==> config.mk <==
export PLATFORM = sky130hd
export DESIGN_NAME = predictive_flow_controller
export DESIGN_NICKNAME = d
export VERILOG_FILES = /design/src/rtl/predictive_flow_controller.sv
export SDC_FILE = /design/constraint.sdc
export NUM_CORES = 1
export LEC_CHECK = 0
export BUFFER_PORTS_ARGS = -buffer_cell sky130_fd_sc_hd__buf_2
export CORE_ASPECT_RATIO = 2
export CORE_MARGIN = 3
export CORE_UTILIZATION = 59
export CTS_CLUSTER_DIAMETER = 40
export CTS_CLUSTER_SIZE = 24
export DETAILED_ROUTE_END_ITERATION = 16
export GPL_ROUTABILITY_DRIVEN = 0
export PLACE_DENSITY = 0.86
export RECOVER_POWER = 50
export SYNTH_ARGS = -nofsm -noshare
export SYNTH_HDL_FRONTEND = slang
export SYNTH_SLANG_ARGS = --single-unit
==> constraint.sdc <==
create_clock -name clk_i -period 7.3 [get_ports clk_i]
set_clock_uncertainty 0.1 [all_clocks]
set_input_delay 0.73 -clock clk_i [delete_from_list [all_inputs] [get_ports clk_i]]
set_output_delay 0.73 -clock clk_i [all_outputs]
set_load 0.02 [all_outputs]
==> src/rtl/predictive_flow_controller.sv <==
// Branch/jump redirect resolution with a 2-bit-counter BHT predictor and branch statistics.
// Prediction, redirect and target are combinational (zero latency); BHT/counters update at the clock edge.
// No backpressure: one EX event per cycle is accepted; flush is held by a reloadable down-counter.
module predictive_flow_controller #(
  parameter int XLEN         = 32,
  parameter int BHT_ENTRIES  = 64,
  parameter int FLUSH_CYCLES = 2,
  parameter int CNT_W        = 32
) (
  input  logic             clk_i,
  input  logic             rst_i,
  input  logic [XLEN-1:0]  if_pc_i,
  output logic             pred_taken_o,
  input  logic             ex_valid_i,
  input  logic             is_branch_i,
  input  logic             is_jal_i,
  input  logic             is_jalr_i,
  input  logic [2:0]       funct3_i,
  input  logic             zero_i,
  input  logic             lt_i,
  input  logic             ltu_i,
  input  logic             pred_taken_i,
  input  logic [XLEN-1:0]  ex_pc_i,
  input  logic [XLEN-1:0]  pc_plus4_i,
  input  logic [XLEN-1:0]  pc_imm_target_i,
  input  logic [XLEN-1:0]  alu_target_i,
  output logic             redirect_o,
  output logic             flush_req_o,
  output logic [XLEN-1:0]  final_target_addr_o,
  output logic [CNT_W-1:0] branch_count_o,
  output logic [CNT_W-1:0] mispredict_count_o
);

  localparam int IDX = $clog2(BHT_ENTRIES);
  // Hold cycles after the redirect cycle itself; zero when FLUSH_CYCLES is 1.
  localparam logic [2:0] HOLD_RELOAD = 3'(FLUSH_CYCLES - 1);

  logic [BHT_ENTRIES-1:0][1:0] bht_q, bht_d;
  logic [2:0]                  hold_q, hold_d;
  logic [CNT_W-1:0]            br_cnt_q, br_cnt_d;
  logic [CNT_W-1:0]            mis_cnt_q, mis_cnt_d;

  logic [IDX-1:0] if_idx;
  logic [IDX-1:0] ex_idx;
  logic           actual;
  logic           f3_valid;
  logic           jalr_ev;
  logic           jal_ev;
  logic           br_ev;
  logic           mispred;

  // PC bits outside the word-aligned index field carry no information for the table.
  logic unused_bits;
  assign unused_bits = ^{if_pc_i[XLEN-1:IDX+2], if_pc_i[1:0],
                         ex_pc_i[XLEN-1:IDX+2], ex_pc_i[1:0], alu_target_i[0]};

  assign if_idx = if_pc_i[IDX+1:2];
  assign ex_idx = ex_pc_i[IDX+1:2];

  // Lookup reads the registered table only, so a same-cycle update is not forwarded.
  assign pred_taken_o = bht_q[if_idx][1];

  // Decode branch condition and select the EX event class (JALR > JAL > branch).
  always_comb begin
    actual   = 1'b0;
    f3_valid = 1'b1;
    case (funct3_i)
      3'b000:  actual = zero_i;
      3'b001:  actual = ~zero_i;
      3'b100:  actual = lt_i;
      3'b101:  actual = ~lt_i;
      3'b110:  actual = ltu_i;
      3'b111:  actual = ~ltu_i;
      default: f3_valid = 1'b0;
    endcase
    jalr_ev = ex_valid_i & is_jalr_i;
    jal_ev  = ex_valid_i & is_jal_i & ~is_jalr_i;
    br_ev   = ex_valid_i & is_branch_i & ~is_jal_i & ~is_jalr_i & f3_valid;
    mispred = br_ev & (actual != pred_taken_i);
  end

  // Redirect decision and target mux; the idle target defaults to the branch/JAL target.
  always_comb begin
    redirect_o          = jalr_ev | jal_ev | mispred;
    final_target_addr_o = pc_imm_target_i;
    if (jalr_ev) begin
      final_target_addr_o = {alu_target_i[XLEN-1:1], 1'b0};
    end else if (mispred && !actual) begin
      final_target_addr_o = pc_plus4_i;
    end
  end

  // Flush is immediate on redirect, then held; any new redirect reloads the hold.
  always_comb begin
    hold_d = hold_q;
    if (redirect_o) begin
      hold_d = HOLD_RELOAD;
    end else if (hold_q != 3'd0) begin
      hold_d = hold_q - 3'd1;
    end
    flush_req_o = redirect_o | (hold_q != 3'd0);
  end

  // Train the 2-bit saturating counter of the resolved branch's entry.
  always_comb begin
    bht_d = bht_q;
    if (br_ev) begin
      if (actual && (bht_q[ex_idx] != 2'b11)) begin
        bht_d[ex_idx] = bht_q[ex_idx] + 2'd1;
      end else if (!actual && (bht_q[ex_idx] != 2'b00)) begin
        bht_d[ex_idx] = bht_q[ex_idx] - 2'd1;
      end
    end
  end

  // Saturating statistics counters.
  always_comb begin
    br_cnt_d  = br_cnt_q;
    mis_cnt_d = mis_cnt_q;
    if (br_ev && !(&br_cnt_q)) begin
      br_cnt_d = br_cnt_q + CNT_W'(1);
    end
    if (mispred && !(&mis_cnt_q)) begin
      mis_cnt_d = mis_cnt_q + CNT_W'(1);
    end
  end

  assign branch_count_o     = br_cnt_q;
  assign mispredict_count_o = mis_cnt_q;

  // State registers; reset makes every entry weakly not-taken and cancels any flush hold.
  always_ff @(posedge clk_i) begin
    if (rst_i) begin
      bht_q     <= {BHT_ENTRIES{2'b01}};
      hold_q    <= 3'd0;
      br_cnt_q  <= '0;
      mis_cnt_q <= '0;
    end else begin
      bht_q     <= bht_d;
      hold_q    <= hold_d;
      br_cnt_q  <= br_cnt_d;
      mis_cnt_q <= mis_cnt_d;
    end
  end

endmodule

==> impl_metrics.ini <==
[worst_setup_path]
rr_worst_depth = 13
criticalPathCategory = input port to primary output
reg2reg_to = bht_q[79]
crit_fanout = 38
end_kind = primary output
start_kind = input port
arrival_ns = 5.33
rrSetupSlack_ns = 2.29
cp.required_ns = 6.47
crit_path_start = is_jalr_i

[layout]
final_nets = 1752
syn_to_final_growth_pct = 14.9
fill_cells = 1587
drive_gt1_share_pct = 15.4

[power_and_ir_drop]
powerDensity_nw_per_um2 = 185
leakage_nw = 5.01
peakVddDrop_mv = 0.141

[yosys]
netlist_top_cells_count = dfxtp_1, nand2_1, mux2i_1
synth_top_area_share_pct = 32.8
postSynthAreaPerCell_um2 = 8.35
yosysMostFrequentCell = dfxtp_1
yosys_warnings = 0
synthFlopType = dfxtp_1
netlist_instances = 1424
synth_seq_cells = 195
yosysSeqAreaShare_pct = 32.8
syn_nets = 1603
synth-edff-count = 0
synth_top_area_cell = dfxtp_1
syn_area_um2 = 11900
synth_area_leaders = dfxtp_1, mux2i_1, nand2_1, mux2_1, mux4_2
ys_types = 68
ys_async_sr_fraction_pct = 0

[clock_network]
cts_buffers = 17
clk_latency_ns = 0.46
cts_tree = yes
postCtsSetupRepairBufs = 0
cts_hold_buf = 0
clockBufferDepth = 2
clockRootBuffer = clkbuf_16
cts.repair.resized = 0
cts-htree-levels = 4
numClockSinks = 195
clkTransAtPathRegs_ns = 0.07

[timing]
post-route-min-period_ns = 6.16
drv_slew = 17
whs_ns = 0.383
rsz0062_at_grt = no
finalCritPeriodShare_pct = 84.4
timing_hold_violations_final = 0
fin_tns_setup_ns = 0
fmax_ghz = 0.162
relSlewSlack_pct = -3.93
setup_viol = 0
worst_slew_pin_slew_ns = 1.56

[outcome]
violations = max-capacitance violations, max-slew violations
status = finished with violations

[hold_path]
holdCritPathClass = register to register
min_path_cells = 2

[global_routing]
overflow = 0
grt_pass1_vias = 11700
antenna_found_initial = 2
grt_first_pass_wirelength_mm = 62.1
grt_usage_pct = 36.4
grt_max_degree = 104

[routing]
drt_iter0_drc = 1031
vias_per_cell = 6.57
drc = 0
ant_nets = 0
vias = 12100
routed_wirelength_mm = 40.0
wl_per_cell_um = 21.7
first_pass_iters = 7

[floorplanning]
io_pins = 272
core_area_um2 = 19500
rows = 72
dieWidth_um = 106
initial_utilization_pct = 60.8
die-area_um2 = 22000
fp.dieH_um = 207

[flow_run]
maxCapViolCount = 2

[place]
dpl.hpwl_mm = 28.6
port_buffers = 218
-- routing by layer --
layer	wire length (um)	GRT usage [%]
met5	9	0.461
met4	3280	27.2
met3	4020	7.81
met2	19800	63.6
met1	12900	37.9
-- report_power, final --
part           total, W  switching, W  internal (W)
Combinational  0.000362      0.000248      0.000114
Clock           0.00110      0.000440      0.000661
Sequential      0.00107    0.00000300       0.00107
Total           0.00253      0.000691       0.00184
-- final cells by class --
type	instances	area (um^2)	area share, %
multi-input combinational	1084	7460	54.6
clock buffer	19	453	3.32
tap	259	324	2.37
antenna	1	2.50	0.0183
clock inverter	12	225	1.65
sequential	195	3900	28.6
inverter	32	120	0.879
timing repair buffer	243	1170	8.55
-- layout by cell type (no fill, tap or decap), drive strengths merged, types with 17 or more instances in the layout --
cell type  count
nor4          17
nor3          71
xnor2         25
nand3         71
o21ai         74
dfxtp        195
mux2          61
clkbuf       102
nor2          85
o211ai        21
nand2        185
and2          40
a21oi         51
or3           25
mux4          28
buf          160
inv           34
mux2i        131
a31oi         42
-- critical path, cell delays in order --
cell	delay (ns)
clkbuf_1	0.08
nand4bb_1	0.77
or2_0	0.72
a2111oi_0	0.62
clkbuf_1	1.06
a21oi_2	-0.01
clkbuf_1	0.63
nand2_1	0.36
or2_1	0.14
buf_2	0.21
-- through the flow --
step | utilization, % | std cells | power (W) | cell area, um^2 | setup WS [ns]
2_1_floorplan | - | 1424 | 0.00132 | 11900 | 2.70
3_3_place_gp | 67.1 | 1813 | 0.00144 | 13100 | 1.59
3_5_place_dp | 67.1 | 1813 | 0.00145 | 13100 | 1.58
4_1_cts | 70.5 | 1844 | 0.00252 | 13800 | 1.95
5_1_grt | 69.9 | 1845 | 0.00258 | 13700 | 0.860
6_report | 69.9 | 1845 | 0.00253 | 13700 | 1.14
-- kinds of logic (layout without fill, tap and decap cells) --
logic type	Yosys count	after routing	synth area share [%]
AOI/OAI and AO/OA	255	255	13.5
muxes	220	220	22.1
xor gates and xnor gates	27	27	1.99
and+or+nand+nor	576	576	24.0
other	0	1	0
buffers and inverters	145	306	4.94
adders and majority gates	6	6	0.631
DFF	195	195	32.8
-- worst max path at each step --
stage                              to  slack [ns]
final                     flush_req_o        1.14
after global routing      flush_req_o        0.86
after CTS                   bht_q[95]        1.95
after detailed placement    bht_q[85]        1.58
after global placement      bht_q[85]        1.59
after floorplan              bht_q[1]        2.70
No activity file was read; power rests on OpenSTA's default activity.
